[src/rtl/cntr_sample_monitor.sv]
// Sample monitor for the counter/clock-divider block: checks each channel steps by +1,
// keeps a saturating mismatch count, and queues on-demand snapshots in a small FIFO.
module cntr_sample_monitor #(
    parameter int WIDTH = 3,
    parameter int DEPTH = 4,
    parameter int ERRW  = 8
) (
    input  logic                 CLK,
    input  logic                 RST_B,
    input  logic [WIDTH-1:0]     CNTR_IN1,
    input  logic [WIDTH-1:0]     CNTR_IN2,
    input  logic [WIDTH-1:0]     CNTR_IN3,
    input  logic                 SELECT_3,
    input  logic                 CHK_EN,
    input  logic                 ERR_CLR,
    input  logic                 SNAP_REQ,
    output logic [3*WIDTH-1:0]   SNAP_DATA,
    output logic                 SNAP_VALID,
    input  logic                 SNAP_READY,
    output logic [ERRW-1:0]      ERR_CNT,
    output logic                 ERR_FLAG,
    output logic                 OVF,
    output logic                 FIFO_FULL
);
    // state | meaning
    // IDLE  | checker off, waiting for CHK_EN
    // ARM   | load prev registers from inputs, no compare
    // CHECK | compare inputs against prev+1, reload prev
    localparam logic [1:0] S_IDLE  = 2'd0;
    localparam logic [1:0] S_ARM   = 2'd1;
    localparam logic [1:0] S_CHECK = 2'd2;

    localparam int          PW       = $clog2(DEPTH);
    localparam logic [PW:0] FULL_CNT = (PW+1)'(DEPTH);

    logic [1:0]         state_q, state_d;
    logic [WIDTH-1:0]   prev1_q, prev1_d, prev2_q, prev2_d, prev3_q, prev3_d;
    logic               sel3_q, sel3_d;
    logic [ERRW-1:0]    err_cnt_q, err_cnt_d;
    logic               err_flag_q, err_flag_d;
    logic               ovf_q, ovf_d;
    logic [3*WIDTH-1:0] mem_q [DEPTH];
    logic [3*WIDTH-1:0] mem_d [DEPTH];
    logic [PW-1:0]      wr_ptr_q, wr_ptr_d, rd_ptr_q, rd_ptr_d;
    logic [PW:0]        count_q, count_d;

    logic do_cmp, mis1, mis2, mis3, mismatch;
    logic pop, full, drop, wr_en;

    always_comb begin
        state_d = state_q;
        prev1_d = prev1_q;
        prev2_d = prev2_q;
        prev3_d = prev3_q;
        sel3_d  = SELECT_3;
        do_cmp  = 1'b0;
        case (state_q)
            S_IDLE: begin
                if (CHK_EN) state_d = S_ARM;
            end
            S_ARM: begin
                prev1_d = CNTR_IN1;
                prev2_d = CNTR_IN2;
                prev3_d = CNTR_IN3;
                state_d = S_CHECK;
            end
            S_CHECK: begin
                if (!CHK_EN) begin
                    state_d = S_IDLE;
                end else begin
                    do_cmp  = 1'b1;
                    prev1_d = CNTR_IN1;
                    prev2_d = CNTR_IN2;
                    prev3_d = CNTR_IN3;
                end
            end
            default: state_d = S_IDLE;
        endcase

        mis1 = CNTR_IN1 != prev1_q + WIDTH'(1);
        mis2 = CNTR_IN2 != prev2_q + WIDTH'(1);
        // ch3 carries bypass data unless it was a counter on both this and the last sample
        mis3 = SELECT_3 && sel3_q && (CNTR_IN3 != prev3_q + WIDTH'(1));
        mismatch = do_cmp && (mis1 || mis2 || mis3);
    end

    always_comb begin
        pop   = (count_q != '0) && SNAP_READY;
        full  = count_q == FULL_CNT;
        drop  = SNAP_REQ && full && !pop;
        wr_en = SNAP_REQ && !drop;

        mem_d = mem_q;
        if (wr_en) mem_d[wr_ptr_q] = {CNTR_IN3, CNTR_IN2, CNTR_IN1};
        wr_ptr_d = wr_en ? wr_ptr_q + PW'(1) : wr_ptr_q;
        rd_ptr_d = pop   ? rd_ptr_q + PW'(1) : rd_ptr_q;
        case ({wr_en, pop})
            2'b10:   count_d = count_q + (PW+1)'(1);
            2'b01:   count_d = count_q - (PW+1)'(1);
            default: count_d = count_q;
        endcase

        err_cnt_d  = err_cnt_q;
        err_flag_d = err_flag_q;
        ovf_d      = ovf_q;
        if (ERR_CLR) begin
            err_cnt_d  = '0;
            err_flag_d = 1'b0;
            ovf_d      = 1'b0;
        end else begin
            if (mismatch) begin
                err_flag_d = 1'b1;
                if (err_cnt_q != {ERRW{1'b1}}) err_cnt_d = err_cnt_q + ERRW'(1);
            end
            if (drop) ovf_d = 1'b1;
        end
    end

    always_ff @(posedge CLK or negedge RST_B) begin
        if (!RST_B) begin
            state_q    <= S_IDLE;
            prev1_q    <= '0;
            prev2_q    <= '0;
            prev3_q    <= '0;
            sel3_q     <= 1'b0;
            err_cnt_q  <= '0;
            err_flag_q <= 1'b0;
            ovf_q      <= 1'b0;
            wr_ptr_q   <= '0;
            rd_ptr_q   <= '0;
            count_q    <= '0;
            for (int i = 0; i < DEPTH; i++) mem_q[i] <= '0;
        end else begin
            state_q    <= state_d;
            prev1_q    <= prev1_d;
            prev2_q    <= prev2_d;
            prev3_q    <= prev3_d;
            sel3_q     <= sel3_d;
            err_cnt_q  <= err_cnt_d;
            err_flag_q <= err_flag_d;
            ovf_q      <= ovf_d;
            wr_ptr_q   <= wr_ptr_d;
            rd_ptr_q   <= rd_ptr_d;
            count_q    <= count_d;
            mem_q      <= mem_d;
        end
    end

    assign SNAP_DATA  = mem_q[rd_ptr_q];
    assign SNAP_VALID = count_q != '0;
    assign FIFO_FULL  = count_q == FULL_CNT;
    assign ERR_CNT    = err_cnt_q;
    assign ERR_FLAG   = err_flag_q;
    assign OVF        = ovf_q;
endmodule

[config.mk]
export PLATFORM = sky130hd
export DESIGN_NAME = cntr_sample_monitor
export DESIGN_NICKNAME = d
export VERILOG_FILES = /design/src/rtl/cntr_sample_monitor.sv
export SDC_FILE = /design/constraint.sdc
export NUM_CORES = 1
export LEC_CHECK = 0
export ABC_CLOCK_PERIOD_IN_PS = 2100
export CORE_ASPECT_RATIO = 0.8
export CORE_UTILIZATION = 48
export DETAILED_ROUTE_END_ITERATION = 6
export GPL_ROUTABILITY_DRIVEN = 0
export PLACE_DENSITY = 0.73
export SYNTH_ARGS = -nofsm -noshare
export SYNTH_HDL_FRONTEND = slang
export SYNTH_SLANG_ARGS = --single-unit
[constraint.sdc]
create_clock -name CLK -period 2.1 [get_ports CLK]
set_input_delay 0.63 -clock CLK [delete_from_list [all_inputs] [get_ports CLK]]
set_output_delay 0.63 -clock CLK [all_outputs]
set_load 0.03 [all_outputs]
==> impl_metrics.toml <==
[clocking]
numCtsBuffers = 9
htreeDepth = 3
clk_pin_slew_ns = 0.06
cts_tree = "built"
clk_latency_ns = 0.34
ctsHoldBuffers = 0
clock_sinks = 65
cts_root_buf = "clkbuf_8"
cts_max_path_buffers = 2

[power]
leakage_nw = 1.93
power.total_mw = 6.43
peakVddDrop_v = 0.000861
p_per_area_mw_per_mm2 = 1570

[layout]
fill_cells = 447
drive_above_1_share = 0.418
final_util = 0.672
antennaDiodeCount = 0
mostFrequentLayoutCells = "63 x dfrtp_1, 45 x mux2_2, 20 x buf_4, 12 x clkdlybuf4s50_1"
synthToLayoutAreaGrowth_pct = 31.3
final_common_cell = "dfrtp_1"
fin_nets = 320

[drt]
wl_per_cell_um = 16.0
via_per_inst = 5.21
ant_nets = 0
drt_iter0_markers = 86
dr.pass1.iters = 4
drc = 0
vias = 1979
routed_wl_um = 6060

[logic_synthesis]
synthCells = 226
syn-num-nets = 252
synth_flop_cell = "dfrtp_1"
seq_area_frac_synth = 0.521
synth_edf_count = 0
ys_ff_latch = 65
synth.distinct_cells = 35
ys_async_sr_fraction = 1.00
yosys_warnings = 0
avgSynthCellArea_um2 = 13.8
synth.cell_area_mm2 = 0.00312

[setup_path]
path_cells = "buf_12 -> mux4_2 -> buf_6"
end_kind = "primary output"
cp.required_ns = 1.47
worst-path-max-fanout = 6
cp-start-kind = "register"
arrival_ns = 1.59
path_class = "reg2out"
max_stage_delay_ns = 0.52
worst_path_max_delay_cell = "mux4_2"

[grt]
grt_busiest_layer = "met2"
grt_pass1_wl_um = 10200
antenna_found_initial = 0
grt_use_met1 = 0.255
grt_max_degree = 54
grtUsageMet3 = 0.0675
overflow = 0
grt_use_total = 0.205
use_met2 = 0.336
grt_pass1_vias = 2076

[timing]
fmax_mhz = 451
fin_skew_ns = 0.00212
setup_violations = 9
rsz0062_at_grt = "true"
final_hold_viol_count = 0
fin_crit_sh = 1.06
layout_setup_ws_ns = -0.117
period_needed_ns = 2.22
finalSetupTns_ns = -0.817
hold_slack_ns = 0.177
worst_slew_pin_slew_ns = 0.323
drv_slew = 0
relSlewSlack = 0.785

[status]
failed_checks = "setup timing"
outcome = "finished with violations"

[floorplan]
ioPinCount = 37
core_mm2 = 0.00610
placementRows = 25
die_area_mm2 = 0.00683
die_w_um = 92.1
die_y_um = 74.1
start_util = 0.512

[placement]
portBuffers = 36
dp_hpwl_um = 4190
pre_cts_ws_ns = -0.500

[run]
drv_cap = 0

[hold_path]
min_path_type = "in2async"
==> final timing paths <==
kind	start	slack, ns	end	cells past startpoint
worst max-delay path	rd_ptr_q[0]$_DFFE_PN0P_	-0.12	SNAP_DATA[4]	3
worst min-delay path	RST_B	0.18	mem_q[21]$_DFFE_PN0P_	1
worst max register to register	prev1_q[0]$_DFFE_PN0P_	0.08	ERR_CNT[2]$_DFFE_PN0P_	7
worst min register to register	state_q[0]$_DFFE_PN0P_	0.43	state_q[0]$_DFFE_PN0P_	1
max in group asynchronous	RST_B	1.34	rd_ptr_q[0]$_DFFE_PN0P_	2
min in group CLK	state_q[0]$_DFFE_PN0P_	0.43	state_q[0]$_DFFE_PN0P_	1
==> worst max-delay path: cells and delay by family (launching register included) <==
family / cells / cell delay, ns
muxes: 1 / 0.52
buffers and inverters: 2 / 0.30
DFF: 1 / 0.42
==> routing by layer <==
metal	share of wire	wire length [um]	up-vias
met2	0.47	2840	47
met5	0	0	-
met1	0.45	2750	987
met3	0.058	349	11
li1	-	-	934
met4	0.019	116	0
==> state kept, by name (all words and copies together), names as in the netlist <==
| signal | flops |
|---|---|
| sel3_q | 1 |
| rd_ptr_q | 2 |
| prev3_q | 3 |
| wr_ptr_q | 2 |
| state_q | 2 |
| prev1_q | 3 |
| mem_q | 36 |
| count_q | 3 |
| ERR_FLAG | 1 |
| OVF | 1 |
| ERR_CNT | 8 |
| prev2_q | 3 |
==> cell type report <==
class	instances	area, um^2	share of cell area
clock buffer	14	163	0.0397
clock inverter	2	60.1	0.0147
inverter	11	41.3	0.0101
multi-input combinational	146	1490	0.365
sequential	65	1630	0.398
tap	81	101	0.0247
timing repair buffer	61	608	0.148
==> cells in the mapped netlist, drive strengths merged, types with 2 or more instances <==
cell type	count	share of area
dfrtp	65	0.52
mux2	50	0.18
nand2	13	0.019
nor2	13	0.016
inv	11	0.013
ha	9	0.036
mux4	9	0.065
nor2b	6	0.012
xnor2	6	0.019
xor2	6	0.017
nor3b	4	0.0096
and3	3	0.0060
nand3	3	0.0048
nor3	3	0.0048
o21ai	3	0.0048
xnor3	3	0.022
a21oi	2	0.0032
buf	2	0.0032
clkbuf	2	0.0024
mux2i	2	0.0064
nor4	2	0.0088
or3	2	0.0040
==> kinds of logic (layout without fill, tap and decap cells) <==
kind of cell | after synthesis | count (layout) | synth area share
AO/OA/AOI/OAI | 8 | 8 | 0.0164
XOR/XNOR | 15 | 15 | 0.0577
adder cells (fa/ha/maj) | 10 | 10 | 0.0425
buffers and inverters | 15 | 88 | 0.0188
flip-flops | 65 | 65 | 0.521
multiplexers | 61 | 61 | 0.252
AND/OR/NAND/NOR | 52 | 52 | 0.0914
==> where the power goes <==
part	leakage (nW)	switching, mW	internal (mW)
sequential	0.788	0.330	1.81
combinational	1.03	1.37	1.74
clock	0.111	0.449	0.735
==> metrics by stage <==
step | cell area, um^2 | std cells
floorplan | 3150 | 226
finish | 4100 | 380
CTS | 4050 | 379
detailed placement | 3800 | 362
global placement | 3800 | 362
global route | 4100 | 380
==> repair_timing <==
item                                    in CTS  in global routing
gates resized for setup                     74                 13
pin swaps                                    2                  5
endpoints found under the setup margin      20                 22
buffers inserted                             1                  2
Note: power is estimated with default switching activity, not from simulation.
